**src/rtl/stream_mux_pkg.sv**
```systemverilog
// ============================================================================
//  Module      : stream_mux_pkg
//  Description : Shared types and constants for the packet-aware stream
//                selector (FSM state encoding, arbitration mode values).
//  Revision    : 1.0 - initial release
// ============================================================================
`default_nettype none

package stream_mux_pkg;

    // IDLE arbitrates every cycle; LOCKED pins the output to one channel
    // until that channel's last beat has been accepted.
    typedef enum logic [0:0] {
        ST_IDLE   = 1'b0,
        ST_LOCKED = 1'b1
    } state_t;

    localparam logic MODE_PRIO = 1'b0;
    localparam logic MODE_RR   = 1'b1;

endpackage : stream_mux_pkg

`default_nettype wire

```
**src/rtl/stream_mux_arb.sv**
```systemverilog
// ============================================================================
//  Module      : stream_mux_arb
//  Description : Combinational N-way arbiter. Fixed priority (lowest index
//                wins) or round-robin starting one past rr_ptr_i, wrapping.
//                Produces a one-hot grant, its encoded index and a flag.
//  Revision    : 1.0 - initial release
// ============================================================================
`default_nettype none

module stream_mux_arb
    import stream_mux_pkg::*;
#(
    parameter int NUM_CH = 4,
    parameter int SEL_W  = (NUM_CH > 1) ? $clog2(NUM_CH) : 1
) (
    input  logic [NUM_CH-1:0] req_i,
    input  logic [SEL_W-1:0]  rr_ptr_i,
    input  logic              mode_i,
    output logic [NUM_CH-1:0] grant_o,
    output logic [SEL_W-1:0]  grant_idx_o,
    output logic              grant_vld_o
);

    logic [SEL_W-1:0] cand;

    // Search for the first requester in the order dictated by the mode.
    always_comb begin
        grant_o     = '0;
        grant_idx_o = '0;
        grant_vld_o = 1'b0;
        cand        = '0;
        if (mode_i == MODE_RR) begin
            // Candidates rr_ptr+1 .. rr_ptr+NUM_CH, so the previous owner
            // is examined last.
            for (int k = 1; k <= NUM_CH; k++) begin
                cand = SEL_W'((int'(rr_ptr_i) + k) % NUM_CH);
                if (!grant_vld_o && req_i[cand]) begin
                    grant_vld_o = 1'b1;
                    grant_idx_o = cand;
                end
            end
        end else begin
            for (int i = 0; i < NUM_CH; i++) begin
                if (!grant_vld_o && req_i[i]) begin
                    grant_vld_o = 1'b1;
                    grant_idx_o = SEL_W'(i);
                end
            end
        end
        grant_o[grant_idx_o] = grant_vld_o;
    end

endmodule : stream_mux_arb

`default_nettype wire

```
**src/rtl/stream_select_mux.sv**
```systemverilog
// ============================================================================
//  Module      : stream_select_mux
//  Description : N-channel packet-aware valid/ready selector. A granted
//                channel owns the output until its last beat. Registered
//                output stage, one-cycle latency, full throughput.
//  Revision    : 1.0 - initial release
// ============================================================================
`default_nettype none

module stream_select_mux #(
    parameter int NUM_CH = 4,
    parameter int DATA_W = 8,
    parameter int SEL_W  = (NUM_CH > 1) ? $clog2(NUM_CH) : 1
) (
    input  logic                     clk,
    input  logic                     rst_n,
    input  logic                     mode_rr,
    input  logic [NUM_CH-1:0]        in_valid,
    input  logic [NUM_CH-1:0]        in_last,
    input  logic [NUM_CH*DATA_W-1:0] in_data,
    output logic [NUM_CH-1:0]        in_ready,
    output logic                     out_valid,
    input  logic                     out_ready,
    output logic [DATA_W-1:0]        out_data,
    output logic                     out_last,
    output logic [SEL_W-1:0]         out_ch
);

    import stream_mux_pkg::*;

    localparam logic [SEL_W-1:0] RR_PTR_RST = SEL_W'(NUM_CH - 1);

    state_t              state_q, state_d;
    logic [SEL_W-1:0]    lock_ch_q, lock_ch_d;
    logic [SEL_W-1:0]    rr_ptr_q, rr_ptr_d;
    logic                out_valid_q, out_valid_d;
    logic [DATA_W-1:0]   out_data_q, out_data_d;
    logic                out_last_q, out_last_d;
    logic [SEL_W-1:0]    out_ch_q, out_ch_d;

    logic [NUM_CH-1:0]   grant;
    logic [SEL_W-1:0]    grant_idx;
    logic                grant_vld;
    logic                load_en;
    logic [SEL_W-1:0]    xfer_ch;
    logic                xfer;
    logic [DATA_W-1:0]   ch_data [NUM_CH];

    // Unpack the flat data bus so the selected beat can be indexed directly.
    for (genvar g = 0; g < NUM_CH; g++) begin : g_unpack
        assign ch_data[g] = in_data[g*DATA_W +: DATA_W];
    end

    // The arbiter result is only consulted in IDLE, so a mode change while
    // locked naturally takes effect at the next arbitration.
    stream_mux_arb #(
        .NUM_CH (NUM_CH),
        .SEL_W  (SEL_W)
    ) u_arb (
        .req_i       (in_valid),
        .rr_ptr_i    (rr_ptr_q),
        .mode_i      (mode_rr),
        .grant_o     (grant),
        .grant_idx_o (grant_idx),
        .grant_vld_o (grant_vld)
    );

    assign load_en = !out_valid_q || out_ready;

    // Ready steering: arbiter grant in IDLE, locked channel otherwise.
    // rst_n gates ready so nothing is accepted while reset is held.
    always_comb begin
        in_ready = '0;
        xfer_ch  = lock_ch_q;
        if (state_q == ST_IDLE) begin
            xfer_ch = grant_idx;
            if (rst_n && grant_vld && load_en) begin
                in_ready = grant;
            end
        end else if (rst_n) begin
            in_ready[lock_ch_q] = load_en;
        end
    end

    assign xfer = |(in_valid & in_ready);

    // Packet FSM, lock channel and round-robin pointer next-state.
    always_comb begin
        state_d   = state_q;
        lock_ch_d = lock_ch_q;
        rr_ptr_d  = rr_ptr_q;
        if (xfer) begin
            if (in_last[xfer_ch]) begin
                state_d  = ST_IDLE;
                rr_ptr_d = xfer_ch;
            end else begin
                state_d   = ST_LOCKED;
                lock_ch_d = xfer_ch;
            end
        end
    end

    // Output register next-state: load on transfer, drain when consumed.
    always_comb begin
        out_valid_d = out_valid_q;
        out_data_d  = out_data_q;
        out_last_d  = out_last_q;
        out_ch_d    = out_ch_q;
        if (xfer) begin
            out_valid_d = 1'b1;
            out_data_d  = ch_data[xfer_ch];
            out_last_d  = in_last[xfer_ch];
            out_ch_d    = xfer_ch;
        end else if (out_ready) begin
            out_valid_d = 1'b0;
        end
    end

    // State and output registers; reset abandons any partial packet.
    always_ff @(posedge clk or negedge rst_n) begin
        if (!rst_n) begin
            state_q     <= ST_IDLE;
            lock_ch_q   <= '0;
            rr_ptr_q    <= RR_PTR_RST;
            out_valid_q <= 1'b0;
            out_data_q  <= '0;
            out_last_q  <= 1'b0;
            out_ch_q    <= '0;
        end else begin
            state_q     <= state_d;
            lock_ch_q   <= lock_ch_d;
            rr_ptr_q    <= rr_ptr_d;
            out_valid_q <= out_valid_d;
            out_data_q  <= out_data_d;
            out_last_q  <= out_last_d;
            out_ch_q    <= out_ch_d;
        end
    end

    assign out_valid = out_valid_q;
    assign out_data  = out_data_q;
    assign out_last  = out_last_q;
    assign out_ch    = out_ch_q;

endmodule : stream_select_mux

`default_nettype wire

```
**config.mk**
```make
export PLATFORM = sky130hd
export DESIGN_NAME = stream_select_mux
export DESIGN_NICKNAME = d
export VERILOG_FILES = /design/src/rtl/stream_mux_pkg.sv /design/src/rtl/stream_mux_arb.sv /design/src/rtl/stream_select_mux.sv
export SDC_FILE = /design/constraint.sdc
export NUM_CORES = 1
export LEC_CHECK = 0
export BUFFER_PORTS_ARGS = -buffer_cell sky130_fd_sc_hd__buf_2
export CAP_MARGIN = 5
export CELL_PAD_IN_SITES_DETAIL_PLACEMENT = 1
export CELL_PAD_IN_SITES_GLOBAL_PLACEMENT = 2
export CORE_ASPECT_RATIO = 0.7
export CORE_MARGIN = 2
export CORE_UTILIZATION = 26
export CTS_BUF_LIST = sky130_fd_sc_hd__clkbuf_8
export DETAILED_ROUTE_END_ITERATION = 10
export GPL_ROUTABILITY_DRIVEN = 0
export GPL_TIMING_DRIVEN = 0
export MAX_ROUTING_LAYER = met4
export PLACE_DENSITY_LB_ADDON = 0.1
export SLEW_MARGIN = 10
export SYNTH_ARGS = -nofsm -noshare
export SYNTH_HDL_FRONTEND = slang
export SYNTH_SLANG_ARGS = --single-unit
```
**constraint.sdc**
```tcl
create_clock -name clk -period 2.8 [get_ports clk]
set_clock_uncertainty 0.1 [all_clocks]
set_input_delay 0.42 -clock clk [delete_from_list [all_inputs] [get_ports clk]]
set_output_delay 0.42 -clock clk [all_outputs]
set_load 0.01 [all_outputs]
```
* After elaboration in Yosys (flattened, before gate mapping) *
Index checks and enable logic that the tools add are counted.

storage, ports and cells
  word-level logic and storage cells = 95
  register bits = 17
  input port bits = 44

cells by class
  reductions and logical operators = 22
  add/sub/neg operators = 4
  $lt $le $gt $ge = 10
  bitwise operators = 5
  multiplexer cells = 47

operators by type and width
  operator                                                                             count
  1-bit 2-to-1 mux                                                                     26
  2-bit by 3-bit less-than comparator with 1-bit output, second input constant         7
  8-bit binary-select mux with 2-bit select                                            1
  2-bit 2-to-1 mux                                                                     8
  8-bit 2-to-1 mux                                                                     2
  4-bit bitwise AND                                                                    3
  4-bit 2-to-1 mux                                                                     3
  1-bit binary-select mux with 2-bit select                                            5
  1-bit logical AND                                                                    10
  1-bit logical NOT                                                                    7
  2-bit by 1-bit adder with 2-bit output, second input constant                        2
  2-bit adder, second input constant                                                   2
  1-bit demux with 2-bit select                                                        2
  2-bit by 1-bit greater-or-equal comparator with 1-bit output, second input constant  2
  2-bit AND reduction                                                                  2
  4-bit OR reduction                                                                   1
  3-bit greater-or-equal comparator, second input constant                             1
  2-bit inverter with 3-bit output                                                     1
  2-bit nonzero test                                                                   1
  1-bit logical OR                                                                     1
  1-bit inverter                                                                       1

* Logic depth before layout (Yosys ltp) *
Gate-level depths: netlist (run 1).

  word-level depth = 27
  depth in mapped cells = 10
  depth with buffers taken out = 8

* Modules after synthesis *
From an unflattened synthesis (run 1), not the netlist that was laid out.

unflattened totals
  cell total of the unflattened synthesis = 140
  area, all modules = 1,367.6 um^2

by module, submodules not included
  module             seq. area each (um^2)  area each (um^2)  cells an instance  instances
  stream_select_mux  427.9                  1,208.7           116                1
  stream_mux_arb     0.0                    158.9             24                 1

* Worst setup path after synthesis (run 1) *
No wires, ideal clock.

  path kind = register to register
  start = register rr_ptr_q[0]
  end = register out_data_q[3] (netlist: out_data[3])
  stages on the path, launching flop included = 10
  required time = 2,573 ps
  clock period less this slack = 2,759 ps
  path slack = 41 ps
  path buffers = 2
  arrival = 2,531 ps
  path through = dfstp_2 buf_6 mux2i_1 nand2_1 a2111oi_4 nor2_2 a22o_4 a221oi_4 buf_6 mux2_1

on the way
  word-level cells in the longest chain between the ends = 26
  elaborated cells on any way between the ends = 48
  those cells by class = 4 x add/sub; 2 x order compare; 29 x mux; 3 x bitwise; 10 x reduce/logical

RTL lines
  element                                    line                      RTL
  start, declared                            stream_select_mux.sv:35   logic [SEL_W-1:0] rr_ptr_q, rr_ptr_d;
  start signal, assigned                     stream_select_mux.sv:132  rr_ptr_q <= rr_ptr_d;
  2-bit by 1-bit adder with 2-bit output     stream_mux_arb.sv:36      cand = SEL_W'((int'(rr_ptr_i) + k) % NUM_CH);
  1-bit binary-select mux with 2-bit select  stream_mux_arb.sv:37      if (!grant_vld_o && req_i[cand]) begin
  1-bit 2-to-1 mux (not written as such)     stream_mux_arb.sv:37
  1-bit 2-to-1 mux                           stream_mux_arb.sv:37
  1-bit 2-to-1 mux                           stream_mux_arb.sv:32      if (mode_i == MODE_RR) begin
  1-bit logical NOT                          stream_mux_arb.sv:37
  1-bit logical AND                          stream_mux_arb.sv:37
  1-bit 2-to-1 mux                           stream_mux_arb.sv:37
  [11 not listed]                            -
  1-bit 2-to-1 mux (not written as such)     stream_mux_arb.sv:50      grant_o[grant_idx_o] = grant_vld_o;
  1-bit demux with 2-bit select              -
  4-bit bitwise AND (no line)                -
  4-bit 2-to-1 mux (*)                       stream_select_mux.sv:77   if (rst_n && grant_vld && load_en) begin
  4-bit 2-to-1 mux (*)                       stream_select_mux.sv:75   if (state_q == ST_IDLE) begin
  via in_ready[1]                            stream_select_mux.sv:21   output logic [NUM_CH-1:0] in_ready,
  4-bit bitwise AND (*)                      stream_select_mux.sv:85   assign xfer = |(in_valid & in_ready);
  4-bit OR reduction (*)                     stream_select_mux.sv:85
  end signal, assigned                       stream_select_mux.sv:134  out_data_q <= out_data_d;
  end, declared                              stream_select_mux.sv:37   logic [DATA_W-1:0] out_data_q, out_data_d;

The timed path passes the listed nets; every way through them passes the cells marked *. The select of a mux whose other input is x is not followed.
A chain may end at the register's enable or synchronous reset.

* Worst setup path in the final report (run 1) *
  start = register rr_ptr_q[0]
  end = register out_data_q[1] (netlist: out_data[1])

on the way
  word-level cells in the longest chain between the ends = 26
  elaborated cells on any way between the ends = 48
  those cells by class = 4 x add/sub; 2 x order compare; 29 x mux; 3 x bitwise; 10 x reduce/logical

RTL lines
  element                                    line
  2-bit by 1-bit adder with 2-bit output     stream_mux_arb.sv:36
  1-bit binary-select mux with 2-bit select  stream_mux_arb.sv:37
  1-bit 2-to-1 mux (not written as such)     stream_mux_arb.sv:37
  1-bit 2-to-1 mux                           stream_mux_arb.sv:37
  1-bit 2-to-1 mux                           stream_mux_arb.sv:32
  1-bit logical NOT                          stream_mux_arb.sv:37
  1-bit logical AND                          stream_mux_arb.sv:37
  1-bit 2-to-1 mux                           stream_mux_arb.sv:37
  [10 not listed]                            -
  1-bit logical AND (not written as such)    stream_mux_arb.sv:50
  1-bit 2-to-1 mux (not written as such)     stream_mux_arb.sv:50
  1-bit demux with 2-bit select              -
  4-bit bitwise AND (no line)                -
  4-bit 2-to-1 mux                           stream_select_mux.sv:77
  4-bit 2-to-1 mux                           stream_select_mux.sv:75
  4-bit bitwise AND                          stream_select_mux.sv:85
  4-bit OR reduction                         stream_select_mux.sv:85

Several ways; a longest one is shown, not always the timed one. The select of a mux whose other input is x is not followed.

==> metrics.csv, run 1 <==
metric;value;unit
status;finished, violations left;
failing checks;negative hold slack;
hold crit path type;in -> async;
synthesized netlist cell count;111;
most used cell, CP;buf_6;
die height;63.1;um
ANT cells;0;
Max-Cap Viols;0;
pin count of the biggest net entering global routing;19;
CP Launch Type;flop;
Final HPWL DP;2950;um
Max VDD drop;298;uV
final hold vios;15;
top cell type's share of synthesized area;29.0;%
detailed-route DRC error count;0;
Least-Margin Pin Slew;0.495;ns
Worst Setup End Kind;flop;
die area;0.00558;mm^2
synth top area cells;dfrtp_1 29%, mux4_2 14%, mux2_2 5.2%, dfstp_2 4.1%, mux2i_1 3.9%;
clock sinks;17;
Most used DFF post-synth;dfrtp_1;
fin worst setup slack;0.0107;ns
Pwr Total;0.00189;W
Multi-input gate area;847;um^2
Yosys reg bits;17;
crit path launch;rr_ptr_q[0]$_DFFE_PN1P_;
Final setup viols;0;
first-pass GRT wire length;6010;um
Seq. cell area;428;um^2
CTS buffer count;3;
number of synthesized flops with an enable pin;0;
routed len/inst;15.1;um
clock buffer depth;2;
CTS H-tree depth;1;
reg-to-reg endpoint;out_data[1]$_DFFE_PN0P_;
RSZ-0062 raised after global routing;yes;
Synth area leader;dfrtp_1;
Arr. time, crit path;2.83;ns
Mean Syn Cell Area;11.7;um^2
Starting DRT DRC Count;46;
initial antenna violation count;0;
Synth cell types;48;
Crit-path slowest cell;dfstp_2;
R2R cell count;9;
drt first pass iters;4;
Syn Nets;155;
vias in the first global route;1219;
Area Growth Syn to Fin;40.4;%
asr flop ratio synth;100;%
vias per cell;4.79;
WS Path Type;reg -> reg;
Core Footprint;0.00478;mm^2
mapped cell area;0.00130;mm^2
final period utilization;99.6;%
Tot GR Track Use;14.1;%
Tmin final;2.79;ns
hold_ws;-0.00764;ns
pwr/cell area;1040;mW/mm^2
post-synthesis sequential area ratio;33.0;%
CP bufs+invs;2;
Initial Util;27.1;%
I/O Pins;60;
antenna-violating nets left;0;
IO buf count;57;
fmax;359;MHz
Slew HR;66.7;%
Pleak;0.890;nW
CTS root buffer;clkbuf_8;
Rows;21;
CP max FO;6;
FILL cells;550;
CP required;2.84;ns
max-slew violations;0;
Clk pin slew, worst setup/hold paths;0.07;ns
layout cell share with drive strength beyond 1;59.9;%
Warnings, synthesis;0;
Die X;88.4;um
CTS tree;yes;
Reg2Reg Setup Slack;0.01;ns
Worst path max stage delay;0.52;ns
hold_buf cts;0;
grt ovf;0;
clock insertion delay at the later pin of the skew report;0.25;ns
vias post-DR;1178;
Worst path top cell family by delay;compound AO/OA/AOI/OAI gates;
wirelength, routed;3720;um
Placement Setup Slack;-0.333;ns
Worst R2R Start;rr_ptr_q[0]$_DFFE_PN1P_;
number of nets in the layout;222;
worst path cell trace;buf_6 > mux2i_2 > nand2_1 > a2111oi_4 > nor2_2 > a22o_4 > a221oi_4 > buf_6 > mux2_4;
placed cells by master (no fill, tap or decap), types with 2 or more instances in the layout:
master,Yosys,final
buf_2,3,58
nor2b_1,3,3
dfrtp_1,15,15
nor2_1,2,2
inv_1,5,6
buf_4,1,5
nand2b_1,3,3
mux4_2,8,8
mux2_4,1,9
buf_6,3,5
clkbuf_8,0,3
nand2_1,9,9
o21ai_1,4,4
or3_1,2,2
mux2i_1,5,4
a21oi_1,3,3
a22o_4,1,2
dfstp_2,2,2
worst reg2reg max path: stages (launching register included):
cell,delay [ns]
dfstp_2,0.52
buf_6,0.11
mux2i_2,0.19
nand2_1,0.10
a2111oi_4,0.44
nor2_2,0.09
a22o_4,0.25
a221oi_4,0.36
buf_6,0.20
mux2_4,0.31
flip-flops by register name, summed over array words and instances, names as in the netlist:
name and cells:
rr_ptr_q 2, out_last 1, out_data 8, out_ch 2
out_valid 1, state_q 1, lock_ch_q 2
cells in the mapped netlist (all sizes together), types with 2 or more instances:
master	number
nor3b	2
o31ai	2
dfstp	2
or3	2
mux2i	5
a21boi	4
a22o	3
nor2b	3
nand2	9
inv	5
nand2b	4
a21oi	3
nor2	3
buf	7
dfrtp	15
mux4	8
mux2	9
o22ai	2
o21ai	6
power by group:
part           internal (W)  switching, W
clock network     0.0000972     0.0000820
registers          0.000380     0.0000688
logic              0.000673      0.000592
total               0.00115      0.000743
metrics by stage:
stage                     cell area, um^2  std cells  util [%]  hold slack (ns)  setup TNS, ns
after floorplan                      1300        111         -           0.0244              0
after global placement               1670        237      34.9            0.273          -2.55
after detailed placement             1670        237      34.9            0.276          -2.56
after CTS                            1730        243      36.3          0.00223              0
after global routing                 1820        246      38.1           0.0187          -1.07
final                                1820        246      38.1         -0.00764              0
worst max-delay path by stage:
stage / slack (ns) / endpoint / cells after the start
4_1_cts: 0.02 / out_data[2]$_DFFE_PN0P_ / 8
2_1_floorplan: 0.04 / out_data[3]$_DFFE_PN0P_ / 9
3_3_place_gp: -0.32 / out_data[7]$_DFFE_PN0P_ / 8
3_5_place_dp: -0.33 / out_data[7]$_DFFE_PN0P_ / 8
6_report: 0.01 / out_data[1]$_DFFE_PN0P_ / 9
5_1_grt: -0.13 / out_data[1]$_DFFE_PN0P_ / 9
per-layer routing:
metal | routed length [um] | vias to the layer above | GRT usage [%]
met1 | 1880 | 591 | 20.3
met4 | 19 | 0 | 1.14
met5 | 0 | - | -
li1 | - | 560 | -
met2 | 1690 | 25 | 21.1
met3 | 137 | 2 | 3.54
final cells by class:
type	count	area share, %
clock inverter	1	0.206
multi-input combinational	81	46.5
tap	69	4.74
inverter	5	1.03
timing repair buffer	62	18.1
clock buffer	3	2.27
buffer	8	3.57
sequential	17	23.5
what timing repair did:
item / in CTS / in global routing
setup buffers: 2 / 3
pin swaps: 2 / 5
endpoints found under the setup margin: 13 / 16
gates resized for setup: 2 / 16
cell families after synthesis:
kind of cell / after synthesis / synth area share, %
compound gates: 31 / 22.2
simple gates: 27 / 12.2
flops: 17 / 33.0
xor+xnor: 1 / 0.676
mux: 22 / 25.9
buf+inv: 13 / 6.08
(Power assumes the default switching activity.)
==> run 2: changes to the inputs <==
--- a/config.mk
+++ b/config.mk
@@ -13,11 +13,13 @@
 export CORE_MARGIN = 2
 export CORE_UTILIZATION = 26
 export CTS_BUF_LIST = sky130_fd_sc_hd__clkbuf_8
+export CTS_CLUSTER_SIZE = 24
 export DETAILED_ROUTE_END_ITERATION = 10
 export GPL_ROUTABILITY_DRIVEN = 0
 export GPL_TIMING_DRIVEN = 0
 export MAX_ROUTING_LAYER = met4
 export PLACE_DENSITY_LB_ADDON = 0.1
+export RECOVER_POWER = 100
 export SLEW_MARGIN = 10
 export SYNTH_ARGS = -nofsm -noshare
 export SYNTH_HDL_FRONTEND = slang
==> metrics.csv, run 2 (synthesis results as in run 1) <==
metric;value;unit;change
Die X;88.4;um;unchanged
Max VDD drop;296;uV;was 298 uV
most frequent cells in the layout;46 x buf_2, 15 x dfrtp_1, 13 x clkbuf_1;;was 58 x buf_2, 15 x dfrtp_1, 9 x nand2_1, 9 x mux2_4, 8 x mux4_2
Rows;21;;unchanged
grt ovf;0;;unchanged
pwr/cell area;1030;mW/mm^2;was 1040 mW/mm^2
CP max FO;6;;unchanged
Pwr Total;0.00187;W;was 0.00189 W
fmax;359;MHz;about the same
vias post-DR;1174;;was 1178
hold crit path type;in -> async;;unchanged
Core Footprint;0.00478;mm^2;unchanged
Area Growth Syn to Fin;39.3;%;was 40.4%
Crit-path slowest cell;dfstp_2;;unchanged
Final setup viols;0;;unchanged
Final HPWL DP;2950;um;unchanged
hold_ws;-0.00594;ns;was -0.00764 ns
layout cell share with drive strength beyond 1;53.1;%;was 59.9%
Tmin final;2.79;ns;about the same
RSZ-0062 raised after global routing;yes;;unchanged
Max-Cap Viols;0;;unchanged
Worst Setup End Kind;flop;;unchanged
detailed-route DRC error count;0;;unchanged
antenna-violating nets left;0;;unchanged
Starting DRT DRC Count;43;;was 46
CP Launch Type;flop;;unchanged
Final Instance Area;0.00181;mm^2;was 0.00182 mm^2
Post-Place Cell Area;0.00167;mm^2;unchanged
CP required;2.84;ns;about the same
clock sinks;17;;unchanged
ANT cells;0;;unchanged
I/O Pins;60;;unchanged
Util after Layout;37.8;%;was 38.1%
Worst R2R Start;rr_ptr_q[0]$_DFFE_PN1P_;;unchanged
Slew HR;66.7;%;about the same
final hold vios;9;;was 15
Reg2Reg Setup Slack;0.01;ns;about the same
failing checks;negative hold slack;;unchanged
die height;63.1;um;unchanged
Least-Margin Pin Slew;0.496;ns;was 0.495 ns
IO buf count;57;;unchanged
drt first pass iters;4;;unchanged
most used cell, CP;buf_6;;unchanged
vias per cell;4.77;;was 4.79
CTS buffer count;3;;unchanged
CTS H-tree depth;1;;unchanged
pin count of the biggest net entering global routing;19;;unchanged
clock insertion delay at the later pin of the skew report;0.25;ns;about the same
vias in the first global route;1219;;unchanged
WS Path Type;reg -> reg;;unchanged
Arr. time, crit path;2.83;ns;about the same
Tot GR Track Use;14.1;%;unchanged
commonest non-fill, non-tap cell in the layout;buf_2;;unchanged
die area;0.00558;mm^2;unchanged
reg-to-reg endpoint;out_data[1]$_DFFE_PN0P_;;unchanged
worst path cell trace;buf_6 > mux2i_2 > nand2_1 > a2111oi_4 > nor2_2 > a22o_4 > a221oi_4 > buf_6 > mux2_4;;unchanged
R2R cell count;9;;unchanged
initial antenna violation count;0;;unchanged
CTS root buffer;clkbuf_8;;unchanged
final period utilization;99.6;%;about the same
clock buffer depth;2;;unchanged
Pleak;0.854;nW;was 0.890 nW
Initial Util;27.1;%;unchanged
setup_tns;0;ns;unchanged
Worst path max stage delay;0.52;ns;about the same
max FFs per register;8;;unchanged
first-pass GRT wire length;6010;um;unchanged
Clk pin slew, worst setup/hold paths;0.07;ns;about the same
routed len/inst;15.2;um;was 15.1 um
max-slew violations;0;;unchanged
wirelength, routed;3730;um;was 3720 um
CTS tree;yes;;unchanged
status;finished, violations left;;unchanged
number of nets in the layout;222;;unchanged
FILL cells;551;;was 550
run 2: metal layers:
layer | track usage [%] | vias up | wire, um
met5 | - | - | 0
met4 | 1.14 | 0 | 19
met3 | 3.54 | 2 | 131
met2 | 21.1 | 25 | 1680
met1 | 20.3 | 583 | 1900
li1 | - | 564 | -
run 2: worst max-delay path by stage:
stage	from	end	slack, ns	depth (start not counted)
final	rr_ptr_q[0]$_DFFE_PN1P_	out_data[1]$_DFFE_PN0P_	0.01	9
after floorplan	rr_ptr_q[0]$_DFFE_PN1P_	out_data[3]$_DFFE_PN0P_	0.04	9
after detailed placement	in_valid[3]	out_data[7]$_DFFE_PN0P_	-0.33	8
after global placement	in_valid[3]	out_data[7]$_DFFE_PN0P_	-0.32	8
after global routing	rr_ptr_q[0]$_DFFE_PN1P_	out_data[1]$_DFFE_PN0P_	-0.13	9
after CTS	rr_ptr_q[1]$_DFFE_PN1P_	out_data[2]$_DFFE_PN0P_	0.02	8
run 2: final cells by class:
| class | instances | area, um^2 | share of cell area [%] |
|---|---|---|---|
| clock buffers | 3 | 41.3 | 2.29 |
| clock inverters | 1 | 3.75 | 0.208 |
| inverters | 5 | 18.8 | 1.04 |
| plain buffers | 8 | 65.1 | 3.60 |
| repair buffers | 62 | 315 | 17.5 |
| flip-flops and latches | 17 | 428 | 23.7 |
| multi-input cells | 81 | 847 | 46.9 |
| well taps | 69 | 86.3 | 4.78 |
run 2: report_power, final:
part | internal [W] | switching [W]
clock network | 0.0000971 | 0.0000794
logic | 0.000649 | 0.000590
registers | 0.000380 | 0.0000704
total | 0.00113 | 0.000740
run 2: what timing repair did:
| item | in CTS | in global routing |
|---|---|---|
| hold buffers | 0 | 0 |
| setup buffers | 2 | 3 |
| gates resized for setup | 2 | 16 |
| pin swaps | 2 | 5 |
| setup endpoints to repair | 13 | 16 |
run 2: critical path: cells and delay by family, from the launching register on:
family,cells,cell delay [ns]
AND/OR/NAND/NOR,2,0.19
AO/OA/AOI/OAI,3,1.06
buffers and inverters,2,0.31
flip-flops,1,0.52
multiplexers,2,0.49
run 2: per-stage QoR:
stage	setup WS, ns	instances
floorplan	0.0414	111
global placement	-0.319	237
detailed placement	-0.333	237
CTS	0.0185	243
global route	-0.125	246
finish	0.0108	246
